### src/rtl/conversor_bin_bcd_pkg.sv
// conversor_pkg: shared FSM encoding and digit-count helper for the binary-to-BCD converter
package conversor_pkg;
  typedef enum logic [1:0] {
    ST_IDLE   = 2'd0,
    ST_SHIFT  = 2'd1,
    ST_FINISH = 2'd2
  } state_t;

  function automatic int min_digits(input int width);
    longint unsigned m;
    int d;
    m = (64'd1 << width) - 64'd1;
    d = 1;
    while (m >= 64'd10) begin
      m = m / 64'd10;
      d++;
    end
    return d;
  endfunction
endpackage

### src/rtl/bcd_ajuste_digito.sv
// bcd_ajuste_digito: add 3 to a BCD digit that is 5 or more, before the next left shift
module bcd_ajuste_digito (
  input  logic [3:0] i_dig,
  output logic [3:0] o_dig
);
  assign o_dig = (i_dig >= 4'd5) ? i_dig + 4'd3 : i_dig;
endmodule

### src/rtl/conversor_bin_bcd.sv
// conversor_bin_bcd: iterative double-dabble converter with leading-zero blank mask
module conversor_bin_bcd
  import conversor_pkg::*;
#(
  parameter int WIDTH  = 16,
  parameter int DIGITS = 5
) (
  input  logic                  clk,
  input  logic                  rst,
  input  logic                  start,
  input  logic [WIDTH-1:0]      valor,
  output logic                  busy,
  output logic                  pronto,
  output logic [4*DIGITS-1:0]   bcd,
  output logic [DIGITS-1:0]     blank
);
  localparam int CW = $clog2(WIDTH + 1);
  localparam logic [DIGITS-1:0] BLANK_RST = ~DIGITS'(1);

  if (DIGITS < min_digits(WIDTH)) begin : g_chk
    $error("conversor_bin_bcd: DIGITS too small for WIDTH");
  end

  state_t              r_state;
  logic [WIDTH-1:0]    r_bin;
  logic [4*DIGITS-1:0] r_acc;
  logic [CW-1:0]       r_cnt;
  logic                r_busy;
  logic                r_pronto;
  logic [4*DIGITS-1:0] r_bcd;
  logic [DIGITS-1:0]   r_blank;
  logic [4*DIGITS-1:0] w_adj;
  logic [DIGITS-1:0]   w_blank;
  logic                w_z;

  for (genvar g = 0; g < DIGITS; g++) begin : g_adj
    bcd_ajuste_digito u_adj (
      .i_dig(r_acc[4*g +: 4]),
      .o_dig(w_adj[4*g +: 4])
    );
  end

  // Leading-zero mask: a digit is blank when it and every digit above it are zero
  always_comb begin
    w_blank = '0;
    w_z     = 1'b1;
    for (int k = DIGITS - 1; k > 0; k--) begin
      w_z        = w_z & (r_acc[4*k +: 4] == 4'd0);
      w_blank[k] = w_z;
    end
  end

  // Control FSM: capture, WIDTH adjust-and-shift steps, then publish the result
  always_ff @(posedge clk or posedge rst) begin
    if (rst) begin
      r_state  <= ST_IDLE;
      r_bin    <= '0;
      r_acc    <= '0;
      r_cnt    <= '0;
      r_busy   <= 1'b0;
      r_pronto <= 1'b0;
      r_bcd    <= '0;
      r_blank  <= BLANK_RST;
    end else begin
      r_pronto <= 1'b0;
      case (r_state)
        ST_IDLE: if (start) begin
          r_bin   <= valor;
          r_acc   <= '0;
          r_cnt   <= CW'(WIDTH);
          r_busy  <= 1'b1;
          r_state <= ST_SHIFT;
        end
        ST_SHIFT: begin
          r_acc <= {w_adj[4*DIGITS-2:0], r_bin[WIDTH-1]};
          r_bin <= r_bin << 1;
          r_cnt <= r_cnt - CW'(1);
          if (r_cnt == CW'(1)) r_state <= ST_FINISH;
        end
        ST_FINISH: begin
          r_bcd    <= r_acc;
          r_blank  <= w_blank;
          r_pronto <= 1'b1;
          r_busy   <= 1'b0;
          r_state  <= ST_IDLE;
        end
        default: r_state <= ST_IDLE;
      endcase
    end
  end

  assign busy   = r_busy;
  assign pronto = r_pronto;
  assign bcd    = r_bcd;
  assign blank  = r_blank;
endmodule

### config.mk
export PLATFORM = sky130hd
export DESIGN_NAME = conversor_bin_bcd
export DESIGN_NICKNAME = d
export VERILOG_FILES = /design/src/rtl/conversor_bin_bcd_pkg.sv /design/src/rtl/bcd_ajuste_digito.sv /design/src/rtl/conversor_bin_bcd.sv
export SDC_FILE = /design/constraint.sdc
export NUM_CORES = 1
export LEC_CHECK = 0
export CORE_ASPECT_RATIO = 0.75
export CORE_MARGIN = 5
export CORE_UTILIZATION = 49
export DETAILED_ROUTE_END_ITERATION = 10
export PLACE_DENSITY = 0.85
export SYNTH_ARGS = -nofsm -noshare
export SYNTH_HDL_FRONTEND = slang
export SYNTH_SLANG_ARGS = --single-unit
### constraint.sdc
create_clock -name clk -period 2.47 [get_ports clk]
set_clock_uncertainty 0.15 [all_clocks]
set_input_delay 0.494 -clock clk [delete_from_list [all_inputs] [get_ports clk]]
set_output_delay 0.494 -clock clk [all_outputs]
set_load 0.01 [all_outputs]
* Word-level counts from Yosys, hierarchy flattened
Index checks and enable logic that the tools add are counted.
Operators by class: $mul 0, reductions and logical operators 10, $add $sub $neg 6, equality and inequality tests 5, div/mod/pow operators 0, mux-type cells 17, order comparisons 5, shift operators 0, bitwise logic cells 3
Operator list (number):
- $pmux 20 s2 | 1
- $pmux 16 s2 | 1
- $ge 4x3->1 const B | 5
- $mux 20 | 1
- $add 4x2->4 const B | 4
- $logic_not 4->1 | 4
- $mux 16 | 1
- $mux 4 | 4
- $pmux 5 s2 | 1
- $reduce_and 2->1 | 3
- $eq 5x1->1 const B | 1
- $mux 5 | 1
- $sub 5x1->5 const B | 1
- $mux 2 | 2
- $ne 2x2->1 const B | 2
- $pmux 2 s2 | 1
- $reduce_bool 2->1 | 2
- $add 3x2->3 const B | 1
- $and 1x1->1 | 3
- $mux 3 | 1
- $eq 2x1->1 const B | 1
- $eq 2x2->1 const B | 1
- $logic_not 2->1 | 1
- $mux 1 | 2
- $pmux 1 s2 | 1
Storage, ports and cells: register bits after elaboration 69, memory bits (writable) 0, latch bits 0, output and inout port bits 27, memory bits (read-only) 0, memories kept 0

* Longest topological paths before layout
depth in word-level cells 4, depth in mapped cells 6

* By module
Synthesis repeated with hierarchy kept, for this count alone.
Unflattened totals: cell total of the unflattened synthesis 357, area, all modules 3395.8 um^2
Modules (own cells, without submodules):
- conversor_bin_bcd | cells each 277, area an instance 2889.0 um^2, times used 1
- bcd_ajuste_digito | cells each 16, area an instance 101.3 um^2, times used 5

* Worst setup path before layout
OpenSTA, ideal clock, no wires.
path type reg2reg, start point reg r_acc[16], end point reg r_blank[1] (netlist: blank[1]), cell stages (with the launch flop) 7, period minus slack after synthesis 1.787 ns, required time 2.248 ns, arrival 1.565 ns, library setup time 0.072 ns, slack 0.683 ns, path through dfrtp_1 -> inv_1 -> ha_1 -> or3b_1 -> nor4b_2 -> nand3_1 -> o21ai_1
On the way: cells in the longest elaborated chain, start to end 4
Ends and longest elaborated chain:
- start: declaration | line conversor_bin_bcd.sv:26 | logic [4*DIGITS-1:0] r_acc;
- start signal: assignment | line conversor_bin_bcd.sv:75 | r_acc <= {w_adj[4*DIGITS-2:0], r_bin[WIDTH-1]};
- $logic_not 4->1 | line conversor_bin_bcd.sv:48 | w_z = w_z & (r_acc[4*k +: 4] == 4'd0);
- $and 1x1->1 (3 in a row) | line conversor_bin_bcd.sv:48
- end signal: assignment | line conversor_bin_bcd.sv:82 | r_blank <= w_blank;
- end: declaration | line conversor_bin_bcd.sv:31 | logic [DIGITS-1:0] r_blank;
Every way passes these cells. A chain may end at the register's enable or synchronous reset.

* Worst setup path after layout
Ends and elaborated chain as after synthesis.

==> results.py <==
metrics = {
    "outcome": {
        "status": "finished, final reports clean",
    },
    "critical_path": {
        "crit_type": "register to register",
        "cp-start-kind": "register",
        "cp.required_ns": 2.60,
        "regToRegStartpoint": "r_acc[16]",
        "arrival_ns": 2.19,
        "worst_r2r_endpoint": "blank[1]",
        "worst-path-max-fanout": 4,
        "critPathCaptureType": "register",
        "reg2reg_slack_ns": 0.41,
        "reg2reg_depth": 6,
        "startpoint": "r_acc[16]",
    },
    "sta": {
        "max_slew_margin": 0.643,
        "setup_tns_ns": 0,
        "layout_min_cycle_time_ns": 2.06,
        "worstMarginPinSlew_ns": 0.534,
        "fmax_ghz": 0.486,
        "finalSetupViolCount": 0,
        "post-route-period-util": 0.833,
        "hold_viol_final": 0,
        "rsz0062_at_grt": "false",
        "maxSlewViolCount": 0,
    },
    "routing": {
        "vias_per_cell": 5.38,
        "drcViolationCount": 0,
        "wire_per_inst_um": 14.4,
        "ant_nets": 0,
        "drtIter0Drc": 90,
        "drt-pass1-iter-count": 4,
        "vias": 2378,
        "wl_um": 6350,
    },
    "synth": {
        "synth_area_um2": 3160,
        "ys_seq_area_frac": 0.547,
        "ys_ff_latch": 69,
        "syn_area_per_cell_um2": 10.2,
        "synth_cells": 310,
        "synthArstFlopShare": 1.00,
        "synth_top_cell_by_area": "dfrtp_1",
        "yosys_warnings": 0,
        "synth_top_cells_by_area": "dfrtp_1 (51%), nand2_1 (9.7%), ha_1 (5.9%), a22oi_1 (3.6%), dfstp_2 (3.3%)",
        "ys_types": 37,
        "syn-num-nets": 344,
        "synth_ff_type": "dfrtp_1",
        "synth_edf_count": 0,
        "synth_top_area_share": 0.514,
    },
    "clocking": {
        "numCtsBuffers": 9,
        "cts_tree": "yes",
        "hold_buffers": 0,
        "clock_sinks": 69,
        "post_cts_resized": 0,
        "post_cts_buffers": 0,
        "htreeDepth": 3,
        "clock_latency_ns": 0.35,
        "cts_buffer_depth": 2,
        "clkTransAtPathRegs_ns": 0.07,
        "root_buffer": "clkbuf_8",
    },
    "power_and_ir_drop": {
        "peakVddDrop_v": 0.000610,
        "power.internal_mw": 3.12,
        "power.density_nw_per_um2": 1260,
        "cellLeakagePower_nw": 1.81,
        "sw_frac_of_total": 0.366,
        "seq_power_share": 0.390,
        "power.switching_mw": 1.80,
        "total_power_mw": 4.92,
        "clockPowerShare": 0.205,
        "combPwrFrac": 0.406,
    },
    "floorplan": {
        "die_area_um2": 8180,
        "die_w_um": 103,
        "std_cell_rows": 25,
        "start_util": 0.503,
        "core_um2": 6290,
        "io_pins": 46,
        "die_y_um": 79.6,
    },
    "place": {
        "portBuffers": 44,
        "routabilityCongestion": 0.814,
        "dp_hpwl_um": 4300,
    },
    "hold_path": {
        "hold_end": "blank[3]",
        "hp-start": "blank[3]",
        "hp-class": "register to register",
        "holdPathStages": 2,
    },
    "global_routing": {
        "grt_pass1_wl_um": 11000,
        "overflow": 0,
        "antenna_found_initial": 0,
        "grt_use_total": 0.172,
        "grt_max_degree": 70,
        "grt_pass1_vias": 2408,
    },
    "finish": {
        "syn_to_final_growth_pct": 23.2,
        "seqCellArea_um2": 1730,
        "filler_cell_count": 497,
        "antennaDiodeCount": 0,
        "multi_input_area_um2": 1290,
        "drive_gt1_frac": 0.0803,
        "nNetsFinal": 390,
    },
    "run": {
        "cap_violations": 0,
    },
}
-- layout make-up --
type / count / area share
multi-input cells: 211 / 0.332
flip-flops and latches: 69 / 0.444
inverters: 15 / 0.0144
well taps: 81 / 0.0260
clock buffers: 12 / 0.0372
repair buffers: 50 / 0.128
clock inverters: 4 / 0.0186
-- registers in the layout, indices dropped and copies added, names as in the netlist --
register  cells
r_cnt         5
r_state       2
blank         4
pronto        1
bcd          20
r_bin        16
r_acc        20
busy          1
-- logic make-up after synthesis --
family | count (synthesis) | share of synthesized area
AO/OA/AOI/OAI | 71 | 0.147
XOR/XNOR | 6 | 0.0166
adder cells (fa/ha/maj) | 15 | 0.0593
buffers and inverters | 30 | 0.0447
flip-flops | 69 | 0.547
multiplexers | 6 | 0.0190
other | 1 | 0.00119
AND/OR/NAND/NOR | 112 | 0.165
-- how the worst max path moves through the flow --
stage	endpoint	depth (start not counted)	slack, ns
after floorplan	bcd[0]	1	0.09
after global placement	r_acc[3]	5	0.22
after detailed placement	r_acc[3]	5	0.16
after CTS	blank[4]	1	0.39
after global routing	blank[1]	6	0.28
final	blank[1]	6	0.41
-- placed cells by master, fill, tap and decap left out, types with 2 or more instances in the layout --
| cell | count |
|---|---|
| a21oi_1 | 9 |
| xnor2_1 | 5 |
| bufinv_16 | 2 |
| a22o_1 | 5 |
| o31ai_1 | 6 |
| dfstp_2 | 4 |
| a32o_1 | 5 |
| buf_4 | 5 |
| mux2i_1 | 6 |
| clkbuf_8 | 10 |
| clkbuf_1 | 2 |
| o21ai_0 | 20 |
| nand2b_1 | 6 |
| ha_1 | 15 |
| nor2_1 | 5 |
| o21ai_1 | 2 |
| nor3b_1 | 3 |
| clkdlybuf4s50_1 | 44 |
| nand3_1 | 6 |
| a22oi_1 | 15 |
| nand2_1 | 82 |
| or3b_1 | 2 |
| o22ai_1 | 8 |
| dfrtp_1 | 65 |
| inv_1 | 14 |
-- critical path: stages (launching register included) --
cell and delay (ns):
dfrtp_1 0.39, inv_1 0.13, ha_1 0.24, or3b_1 0.40
nor4b_2 0.35, nand3_1 0.18, o21ai_1 0.17
-- power groups by stage --
stage,Clock (mW),Combinational [mW],Sequential (mW)
floorplan,0,1.38,1.92
global placement,0,1.92,1.92
detailed placement,0,2.01,1.93
CTS,1.03,2.02,1.91
global route,1.09,2.25,1.97
finish,1.01,2.00,1.92
-- Yosys cell counts, types with 6 or more instances --
master	count
inv_1	15
o31ai_1	6
a22oi_1	15
nand2_1	82
mux2i_1	6
nand3_1	6
o22ai_1	8
o21ai_0	20
dfrtp_1	65
ha_1	15
a21oi_1	9
clkbuf_1	6
nand2b_1	6
-- per-stage QoR --
stage / setup slack [ns] / cell area [um2] / util / cells / hold slack, ns
finish: 0.411 / 3900 / 0.620 / 442 / 0.314
detailed placement: 0.157 / 3680 / 0.585 / 426 / 0.306
CTS: 0.387 / 3900 / 0.620 / 442 / 0.317
global placement: 0.221 / 3680 / 0.585 / 426 / 0.298
floorplan: 0.0928 / 3160 / - / 310 / 0.296
global route: 0.283 / 3900 / 0.620 / 442 / 0.339
-- metal layers --
metal  wire [um]  global-route usage  up-vias
met3         294              0.0603        4
met5           0                   0        -
met4          57              0.0647        0
met1        2910               0.216     1175
li1            -                   -     1154
met2        3080               0.273       45
Power figures use the tool's default switching activity.
